<file path="src/rtl/sfa_pkg.sv">
// Shared types and constants for the serial frame arbiter: FSM states,
// header geometry and a one-hot to index helper.
package sfa_pkg;

  localparam int HDR_BITS = 8;
  localparam int PORT_W   = 2;
  localparam int LEN_W    = 6;
  localparam int N_REQ    = 4;

  typedef enum logic [2:0] {IDLE, START, HDR, PAY, STOP} sfa_state_t;

  function automatic logic [PORT_W-1:0] onehot_to_idx(input logic [N_REQ-1:0] oh);
    logic [PORT_W-1:0] idx;
    idx = '0;
    for (int i = 0; i < N_REQ; i++) begin
      if (oh[i]) idx = PORT_W'(i);
    end
    return idx;
  endfunction

endpackage

</file>
<file path="src/rtl/serial_frame_arbiter_rr.sv">
// Combinational round-robin winner selection over four requesters,
// starting the search at ptr and wrapping modulo 4.
module rr_arbiter4
  import sfa_pkg::*;
(
  input  logic [N_REQ-1:0]  req,
  input  logic [PORT_W-1:0] ptr,
  output logic [N_REQ-1:0]  winner,
  output logic              valid
);

  logic [PORT_W-1:0] idx;

  // Walk from the farthest position back to ptr so the nearest requester wins last.
  always_comb begin
    winner = '0;
    valid  = 1'b0;
    idx    = '0;
    for (int i = N_REQ - 1; i >= 0; i--) begin
      idx = ptr + PORT_W'(i);
      if (req[idx]) begin
        winner      = '0;
        winner[idx] = 1'b1;
        valid       = 1'b1;
      end
    end
  end

endmodule

</file>
<file path="src/rtl/serial_frame_arbiter.sv">
// Shares one serial line among four requesters, sending start bit, 8-bit
// header {len, port}, payload and stop bit for each granted frame.
module serial_frame_arbiter #(
  parameter int N_REQ = 4,
  parameter int LEN_W = 6
) (
  input  logic                   clk,
  input  logic                   rst,
  input  logic [N_REQ-1:0]       req,
  input  logic [N_REQ*LEN_W-1:0] len,
  input  logic [N_REQ-1:0]       bit_in,
  output logic                   sout,
  output logic [N_REQ-1:0]       grant,
  output logic                   take,
  output logic                   busy,
  output logic                   done
);
  import sfa_pkg::*;

  localparam logic [2:0] HDR_LAST = 3'(HDR_BITS - 1);

  sfa_state_t        state, state_nxt;
  logic [2:0]        hdr_cnt, hdr_cnt_nxt;
  logic [LEN_W-1:0]  pay_cnt, pay_cnt_nxt;
  logic [LEN_W-1:0]  len_lat, len_nxt;
  logic [PORT_W-1:0] owner, owner_nxt;
  logic [PORT_W-1:0] ptr, ptr_nxt;
  logic [N_REQ-1:0]  win_oh;
  logic              win_valid;
  logic [PORT_W-1:0] win_idx;
  logic [HDR_BITS-1:0] hdr_word;

  rr_arbiter4 u_arb (
    .req    (req),
    .ptr    (ptr),
    .winner (win_oh),
    .valid  (win_valid)
  );

  assign win_idx  = onehot_to_idx(win_oh);
  assign hdr_word = {len_lat, owner};

  always_ff @(posedge clk) begin
    if (rst) begin
      state   <= IDLE;
      hdr_cnt <= '0;
      pay_cnt <= '0;
      len_lat <= '0;
      owner   <= '0;
      ptr     <= '0;
    end else begin
      state   <= state_nxt;
      hdr_cnt <= hdr_cnt_nxt;
      pay_cnt <= pay_cnt_nxt;
      len_lat <= len_nxt;
      owner   <= owner_nxt;
      ptr     <= ptr_nxt;
    end
  end

  // Outputs decode only from registered state; bit_in reaches sout in PAY only.
  always_comb begin
    state_nxt   = state;
    hdr_cnt_nxt = hdr_cnt;
    pay_cnt_nxt = pay_cnt;
    len_nxt     = len_lat;
    owner_nxt   = owner;
    ptr_nxt     = ptr;
    sout        = 1'b1;
    grant       = '0;
    take        = 1'b0;
    busy        = (state != IDLE);
    done        = 1'b0;
    case (state)
      IDLE: begin
        if (win_valid) begin
          owner_nxt = win_idx;
          len_nxt   = len[win_idx*LEN_W +: LEN_W];
          ptr_nxt   = win_idx + PORT_W'(1);
          state_nxt = START;
        end
      end
      START: begin
        sout         = 1'b0;
        grant[owner] = 1'b1;
        hdr_cnt_nxt  = '0;
        state_nxt    = HDR;
      end
      HDR: begin
        sout         = hdr_word[HDR_LAST - hdr_cnt];
        grant[owner] = 1'b1;
        hdr_cnt_nxt  = hdr_cnt + 3'd1;
        if (hdr_cnt == HDR_LAST) begin
          if (len_lat != '0) begin
            pay_cnt_nxt = len_lat;
            state_nxt   = PAY;
          end else begin
            state_nxt = STOP;
          end
        end
      end
      PAY: begin
        sout         = bit_in[owner];
        take         = 1'b1;
        grant[owner] = 1'b1;
        pay_cnt_nxt  = pay_cnt - LEN_W'(1);
        if (pay_cnt == LEN_W'(1)) state_nxt = STOP;
      end
      STOP: begin
        done         = 1'b1;
        grant[owner] = 1'b1;
        state_nxt    = IDLE;
      end
      default: state_nxt = IDLE;
    endcase
  end

endmodule

</file>
<file path="config.mk">
export PLATFORM = sky130hd
export DESIGN_NAME = serial_frame_arbiter
export DESIGN_NICKNAME = d
export VERILOG_FILES = /design/src/rtl/sfa_pkg.sv /design/src/rtl/serial_frame_arbiter_rr.sv /design/src/rtl/serial_frame_arbiter.sv
export SDC_FILE = /design/constraint.sdc
export NUM_CORES = 1
export LEC_CHECK = 0
export CORE_ASPECT_RATIO = 2
export CORE_MARGIN = 5
export CORE_UTILIZATION = 28
export DETAILED_ROUTE_END_ITERATION = 8
export GPL_ROUTABILITY_DRIVEN = 0
export GPL_TIMING_DRIVEN = 1
export HOLD_SLACK_MARGIN = 0.1
export SLEW_MARGIN = 20
export SYNTH_ARGS = -nofsm -noshare
export SYNTH_HDL_FRONTEND = slang
export SYNTH_HIERARCHICAL = 1
export SYNTH_SLANG_ARGS = --single-unit
</file>
<file path="constraint.sdc">
create_clock -name clk -period 7.31 [get_ports clk]
set_input_delay 1.462 -clock clk [delete_from_list [all_inputs] [get_ports clk]]
set_output_delay 1.462 -clock clk [all_outputs]
set_load 0.01 [all_outputs]
</file>
==> results.toml, run 1 <==
[run_status]
status = "completed"

[global_routing]
grt-ovfl-total = 0
antenna_found_initial = 0
grt_max_degree = 26
grt_pass1_wl_mm = 8.10
grt_pass1_vias = 1722
grt_usage = 0.121

[cells_and_area]
fin_cells = 340
multiInputGateArea_sq_um = 1350
diodes = 0
ff_latch_area_sq_um = 440
syn2layout_area_growth_pct = 30.1
fillCellCount = 686
drive_above_1_share = 0.0952
fin_nets = 298

[sta]
max_slew.worst_pin.slew_ps = 1060
clock_skew_ps = 5.63
finalHoldViolCount = 0
fin_ws_ps = 2710
timing.final.crit_period_ps = 4600
rsz0062_at_grt = "no"
fmax_mhz = 218
relSlewSlack = 0.288
drv_slew = 0
finalSetupViolCount = 0
fin_setup_tns_ps = 0
fin_crit_sh = 0.629

[die]
die_area_sq_um = 8560
die_x_um = 68.0
start_util = 0.287
core_area_sq_um = 6570
ios = 42
rows = 42
die_y_um = 126

[clock_network]
clk_latency_ps = 260
cts_max_level = 1
ctsRootBufferMaster = "clkbuf_16"
cts_setup_buffers = 0
cts_tree = "yes"
path_clk_slew_ps = 70
cts_resized = 0
clock_path_buffers = 2
hold_buffers = 0
cts_buffers = 3
cts.sinks = 22

[power]
p_leak_nw = 0.890
vdd_drop_max_uv = 164
pwr_density_cell_nw_per_um2 = 402

[critical_path]
critPathMaxFanout = 1
crit_required_ps = 5850
reg2reg_slack_ps = 3950
crit_type = "primary input to output port"
ff2ff_path_depth = 9
rr_endpoint = "len_lat[5]$_SDFFE_PP0P_"
worstPathArrival_ps = 3130
timing.rr.start = "ptr[0]$_SDFFE_PP0P_"
cp-end-kind = "output port"
worst_setup_path_start_kind = "primary input"

[placed_design]
place_ws_ps = 2700
place_hpwl_mm = 3.93
dp.cells = 336
numPortBuffers = 41

[min_path]
whs_endpoint = "pay_cnt[1]$_SDFFE_PP0P_"
hold_depth = 2
hp-class = "register to register"
worstHoldStart = "pay_cnt[1]$_SDFFE_PP0P_"

[yosys]
synth_nets = 265
netlist_instances = 220
syn_area_per_cell_sq_um = 8.56
synth_area_sq_um = 1880
yosysWarnings = 6

[drt]
wl_mm = 5.05
post_drt_wl_per_cell_um = 14.8
drt_pass1_iterations = 4
drt_iter0_drc = 144
viasPerCell = 5.17
ant_nets = 0
vias = 1758
drc = 0

[run]
cap_violations = 0
-- state kept, by name, summed over array words and instances, names as in the netlist --
name	flops
hdr_cnt	3
len_lat	6
owner	2
pay_cnt	6
ptr	2
state	3
-- worst max path at each step --
stage          slack (ps)  startpoint  endpoint
5_1_grt              2640   bit_in[2]      sout
3_5_place_dp         2700   bit_in[2]      sout
2_1_floorplan        3640   bit_in[3]      sout
6_report             2710   bit_in[2]      sout
3_3_place_gp         2760   bit_in[3]      sout
4_1_cts              2690   bit_in[2]      sout
-- power by group --
| group | total [mW] | switching, mW | internal, mW |
|---|---|---|---|
| sequential | 0.251 | 0.0889 | 0.162 |
| combinational | 0.578 | 0.296 | 0.282 |
| clock | 0.156 | 0.0474 | 0.109 |
-- through the flow --
step / instance area (sq um) / power, mW / hold WS, ps / utilization
2_1_floorplan: 1880 / 0.680 / 445 / -
3_3_place_gp: 2340 / 0.820 / 465 / 0.356
3_5_place_dp: 2340 / 0.827 / 472 / 0.356
4_1_cts: 2440 / 0.987 / 481 / 0.372
5_1_grt: 2450 / 1.07 / 507 / 0.373
6_report: 2450 / 0.985 / 483 / 0.373
-- worst max-delay path: stages --
cell and delay [ps]:
clkdlybuf4s50_1 410, mux4_2 460, a31oi_1 160, o21ai_0 110, clkdlybuf4s50_1 530
-- cells in the final DEF, fill, tap and decap left out, types with 4 or more instances in the layout --
| master | instances |
|---|---|
| a211oi_1 | 9 |
| a21oi_1 | 7 |
| a22oi_1 | 5 |
| and2_1 | 4 |
| clkdlybuf4s50_1 | 41 |
| dfxtp_1 | 22 |
| ha_1 | 11 |
| inv_1 | 9 |
| mux2i_1 | 20 |
| mux4_2 | 7 |
| nand2_1 | 17 |
| nand2b_1 | 7 |
| nor2_1 | 29 |
| nor2b_1 | 4 |
| nor3b_1 | 4 |
| o21ai_0 | 9 |
| o22ai_1 | 5 |
-- area by class of cell --
class                   instances  share of cell area
well taps                      88              0.0449
repair buffers                 41               0.168
multi-input cells             175               0.549
clock inverters                 1              0.0123
inverters                      10              0.0158
flip-flops and latches         22               0.180
clock buffers                   3              0.0306
-- routing by layer --
metal,vias to the layer above,track usage,routed length [um]
met5,-,0,0
met1,835,0.126,1930
met2,41,0.224,2780
met3,10,0.0241,235
li1,872,-,-
met4,0,0.0445,101
(Power assumes the default switching activity.)
==> inputs of run 2 (changes only) <==
- clock period: 7.31 -> 4.5 ns (I/O delays scaled with it)
==> run 2 against run 1 <==
Die area is the same. Clock-buffer cell count is the same. Sequential share of layout area shrank 0.12 points. First-iteration DRC count grew 51%. Final cell count grew 0.88%. Core utilization grew 0.25 points. Non-clock buffer count grew 3. Clock power grew 62%. Clock skew shrank 2.3 ps. Setup slack lost 1700 ps. Sequential power grew 61%. Register-to-register slack lost 2400 ps. Critical endpoint unchanged.
==> results.toml, run 2 (synthesis gave the netlist of run 1 again) <==
[min_path]
hp-class = "register to register"
whs_endpoint = "pay_cnt[1]$_SDFFE_PP0P_"
hold_depth = 2
worstHoldStart = "pay_cnt[1]$_SDFFE_PP0P_"

[critical_path]
crit_required_ps = 3600
path_delay_family = "buffers and inverters"
path_cells = "clkdlybuf4s50_1 > mux4_2 > a31oi_1 > o21ai_0 > clkdlybuf4s50_1"
cp_num_buf_inv = 2
crit_top_cell = "clkdlybuf4s50_1"
ff2ff_path_depth = 10
cp-end-kind = "output port"
critPathMaxFanout = 1
crit_type = "primary input to output port"
timing.rr.start = "ptr[0]$_SDFFE_PP0P_"
slowest_delay_ps = 520
rr_endpoint = "len_lat[5]$_SDFFE_PP0P_"
worst_setup_path_start_kind = "primary input"
worstPathArrival_ps = 2550
cpMaxStageDelayCell = "clkdlybuf4s50_1"
reg2reg_slack_ps = 1520

[cells_and_area]
ff_latch_area_sq_um = 440
layout_commonest_cell = "clkdlybuf4s50_1"
fin_cells = 343
multiInputGateArea_sq_um = 1340
syn2layout_area_growth_pct = 31.0
fin_nets = 301
drive_above_1_share = 0.102
mostFrequentLayoutCells = "41 x clkdlybuf4s50_1, 29 x nor2_1, 22 x dfxtp_1, 20 x mux2i_1, 17 x nand2_1"
top_regs = "len_lat (6), pay_cnt (6)"
fillCellCount = 668
diodes = 0
stdcell_area_sq_um = 2470

[power]
p_int_mw = 0.917
p_leak_nw = 0.905
p_comb_frac = 0.593
p_seq_frac = 0.251
pwr_density_cell_nw_per_um2 = 655
clkPwrFrac = 0.156
vdd_drop_max_uv = 237
p_sw_frac = 0.432
power.switching_mw = 0.698

[run_status]
status = "completed"

[sta]
finalHoldViolCount = 0
fin_ws_ps = 1050
timing.final.crit_period_ps = 3450
holdWs_ps = 480
rsz0062_at_grt = "no"
max_slew.worst_pin.slew_ps = 908
drv_slew = 0
clock_skew_ps = 3.38
fin_setup_tns_ps = 0
relSlewSlack = 0.393
fmax_mhz = 290
fin_crit_sh = 0.767
finalSetupViolCount = 0

[global_routing]
grt_max_degree = 26
antenna_found_initial = 0
grt_usage = 0.123
grt-ovfl-total = 0
grt_pass1_wl_mm = 8.31
grt_pass1_vias = 1750

[drt]
viasPerCell = 5.07
post_drt_wl_per_cell_um = 14.5
vias = 1740
wl_mm = 4.99
ant_nets = 0
drt_iter0_drc = 217
drc = 0
drt_pass1_iterations = 4

[clock_network]
ctsRootBufferMaster = "clkbuf_16"
cts_resized = 0
clock_path_buffers = 2
cts_buffers = 3
cts_tree = "yes"
clk_latency_ps = 260
path_clk_slew_ps = 60
cts_setup_buffers = 0
cts.sinks = 22
hold_buffers = 0
cts_max_level = 1

[die]
die_area_sq_um = 8560
core_area_sq_um = 6570
start_util = 0.287
die_y_um = 126
ios = 42
die_x_um = 68.0
rows = 42

[run]
cap_violations = 0

[placed_design]
place_hpwl_mm = 3.95
dp.cells = 339
numPortBuffers = 41
place_area_sq_um = 2360
place_ws_ps = 1040
==> run 2: cell count changes in the layout (fill, tap and decap cells not counted) <==
| cell | before | now |
|---|---|---|
| buf_4 | 0 | 3 |
| a31oi_1 | 2 | 3 |
| a31oi_2 | 1 | 0 |
==> run 2: tightest hold or removal path: stages, from the launching register on <==
cell and delay, ps:
dfxtp_1 330, nand2_1 60, a21oi_1 50
==> run 2: worst max path at each step <==
stage / start / end / slack (ps) / cells after the start
6_report: bit_in[3] / sout / 1050 / 5
5_1_grt: bit_in[3] / sout / 950 / 5
4_1_cts: bit_in[3] / sout / 1040 / 5
3_5_place_dp: bit_in[3] / sout / 1040 / 5
3_3_place_gp: bit_in[3] / sout / 1070 / 5
2_1_floorplan: req[1] / len_lat[5]$_SDFFE_PP0P_ / 1790 / 9
==> run 2: per-stage QoR <==
step,utilization,total power [mW]
finish,0.375,1.62
detailed placement,0.359,1.37
CTS,0.375,1.63
floorplan,-,1.11
global placement,0.359,1.36
global route,0.375,1.76
==> run 2: layout make-up <==
| class | count | area share |
|---|---|---|
| multi-input cells | 175 | 0.543 |
| flip-flops and latches | 22 | 0.179 |
| repair buffers | 44 | 0.176 |
| well taps | 88 | 0.0446 |
| clock buffers | 3 | 0.0304 |
| inverters | 10 | 0.0157 |
| clock inverters | 1 | 0.0122 |
==> run 2: routing by layer <==
metal  global-route usage  wire length [um]  part of all wire  up-vias
li1                     -                 -                 -      881
met1                0.131              1900              0.38      803
met2                0.224              2660              0.53       44
met3               0.0223               271             0.054       12
met4               0.0516               155             0.031        0
met5                    0                 0                 0        -
==> run 2: power groups by stage <==
stage               sequential, mW  combinational, mW  clock, mW
global route                 0.425               1.07      0.266
global placement             0.408              0.949          0
CTS                          0.407              0.965      0.259
detailed placement           0.410              0.962          0
floorplan                    0.329              0.776          0
finish                       0.405              0.958      0.252
==> inputs of run 3 (changes only) <==
- clock period: 4.5 -> 3.1 ns (I/O delays scaled with it)
==> run 3 against run 2 <==
Final area is 1.5% higher. Routed wire length is 0.42% lower. Combinational power up 57%. Register-to-register slack worse by 840 ps. Core utilization grew 0.57 points. Sequential power grew 25%. Final cell count increased by 1.5%. Critical path type unchanged.
==> results.toml, run 3 (synthesis gave the netlist of run 1 again) <==
[clock_network]
cts_tree = "yes"
clk_latency_ps = 260
cts.sinks = 22
cts_buffers = 3
clock_path_buffers = 2
ctsRootBufferMaster = "clkbuf_16"
cts_setup_buffers = 0
cts_resized = 0
cts_max_level = 1
hold_buffers = 0
path_clk_slew_ps = 60

[die]
ios = 42
die_x_um = 68.0
die_y_um = 126
start_util = 0.287
core_area_sq_um = 6570
rows = 42
die_area_sq_um = 8560

[sta]
relSlewSlack = 0.728
finalHoldViolCount = 0
fin_setup_tns_ps = 0
rsz0062_at_grt = "no"
drv_slew = 0
fin_ws_ps = 208
clock_skew_ps = 1.63
max_slew.worst_pin.slew_ps = 406
timing.final.crit_period_ps = 2890
fin_crit_sh = 0.933
finalSetupViolCount = 0
fmax_mhz = 346

[cells_and_area]
mostFrequentLayoutCells = "41 x clkdlybuf4s50_1, 29 x nor2_1, 22 x dfxtp_1, 20 x mux2i_1, 17 x nand2_1"
drive_above_1_share = 0.119
diodes = 0
top_regs = "len_lat (6), pay_cnt (6)"
fillCellCount = 681
layout_commonest_cell = "clkdlybuf4s50_1"
stdcell_area_sq_um = 2500
fin_nets = 306
syn2layout_area_growth_pct = 33.0

[drt]
drc = 0
top_layer_used = "met4"
ant_nets = 0
wl_mm = 4.97
wl_met3_um = 269
drt_iter0_drc = 165
viasPerCell = 5.14
vias = 1788
route.layer.met1.wl_mm = 1.91
wl_met2_mm = 2.66
drt_pass1_iterations = 4
post_drt_wl_per_cell_um = 14.3

[min_path]
hp-class = "register to register"

[critical_path]
crit_type = "primary input to output port"
critPathMaxFanout = 1
crit_required_ps = 2480
cp-end-kind = "output port"
worstPathArrival_ps = 2270
worst_setup_path_start_kind = "primary input"

[global_routing]
grt-ovfl-total = 0
grt_pass1_wl_mm = 8.08
grt_max_degree = 21
grt_pass1_vias = 1766
antenna_found_initial = 0
grt_usage = 0.119

[placed_design]
place_ws_ps = 116
place_area_sq_um = 2400
place_hpwl_mm = 4.02
numPortBuffers = 41

[run_status]
status = "completed"

[power]
pwr_density_cell_nw_per_um2 = 949
p_leak_nw = 0.930
power_mw = 2.38
vdd_drop_max_uv = 678

[run]
cap_violations = 0
## run 3: per-stage QoR
stage                      util  instances  hold slack, ps
after floorplan               -        220             445
after global placement    0.365        344             465
after detailed placement  0.365        344             471
after CTS                 0.381        348             480
after global routing      0.381        348             499
final                     0.381        348             480
## run 3: final timing paths
kind	from	slack, ps	cells past startpoint	endpoint
max	bit_in[3]	210	5	sout
min	pay_cnt[1]$_SDFFE_PP0P_	480	2	pay_cnt[1]$_SDFFE_PP0P_
max reg2reg	ptr[0]$_SDFFE_PP0P_	680	10	len_lat[5]$_SDFFE_PP0P_
min reg2reg	pay_cnt[1]$_SDFFE_PP0P_	480	2	pay_cnt[1]$_SDFFE_PP0P_
## run 3: area by class of cell
class                      instances  area, sq um  area share
sequential                        22          440       0.176
clock buffer                       3         75.1      0.0300
tap                               88          110      0.0440
multi-input combinational        175         1340       0.535
inverter                          10         38.8      0.0155
timing repair buffer              49          470       0.188
clock inverter                     1         30.0      0.0120
## run 3: worst max-delay path: stages
cell and delay [ps]:
clkdlybuf4s50_1 400, mux4_2 460, a31oi_1 170, o21ai_0 120, clkdlybuf4s50_1 500
## run 3: per-layer routing
layer | global-route usage | vias to the layer above
met1 | 0.135 | 829
met5 | 0 | -
li1 | - | 896
met3 | 0.0205 | 13
met4 | 0.0434 | 0
met2 | 0.212 | 50
## run 3: where the power goes
| part | switching [mW] | internal [mW] | total (mW) |
|---|---|---|---|
| logic | 0.780 | 0.722 | 1.50 |
| registers | 0.124 | 0.381 | 0.505 |
| clock network | 0.113 | 0.257 | 0.370 |
| total | 1.02 | 1.36 | 2.38 |
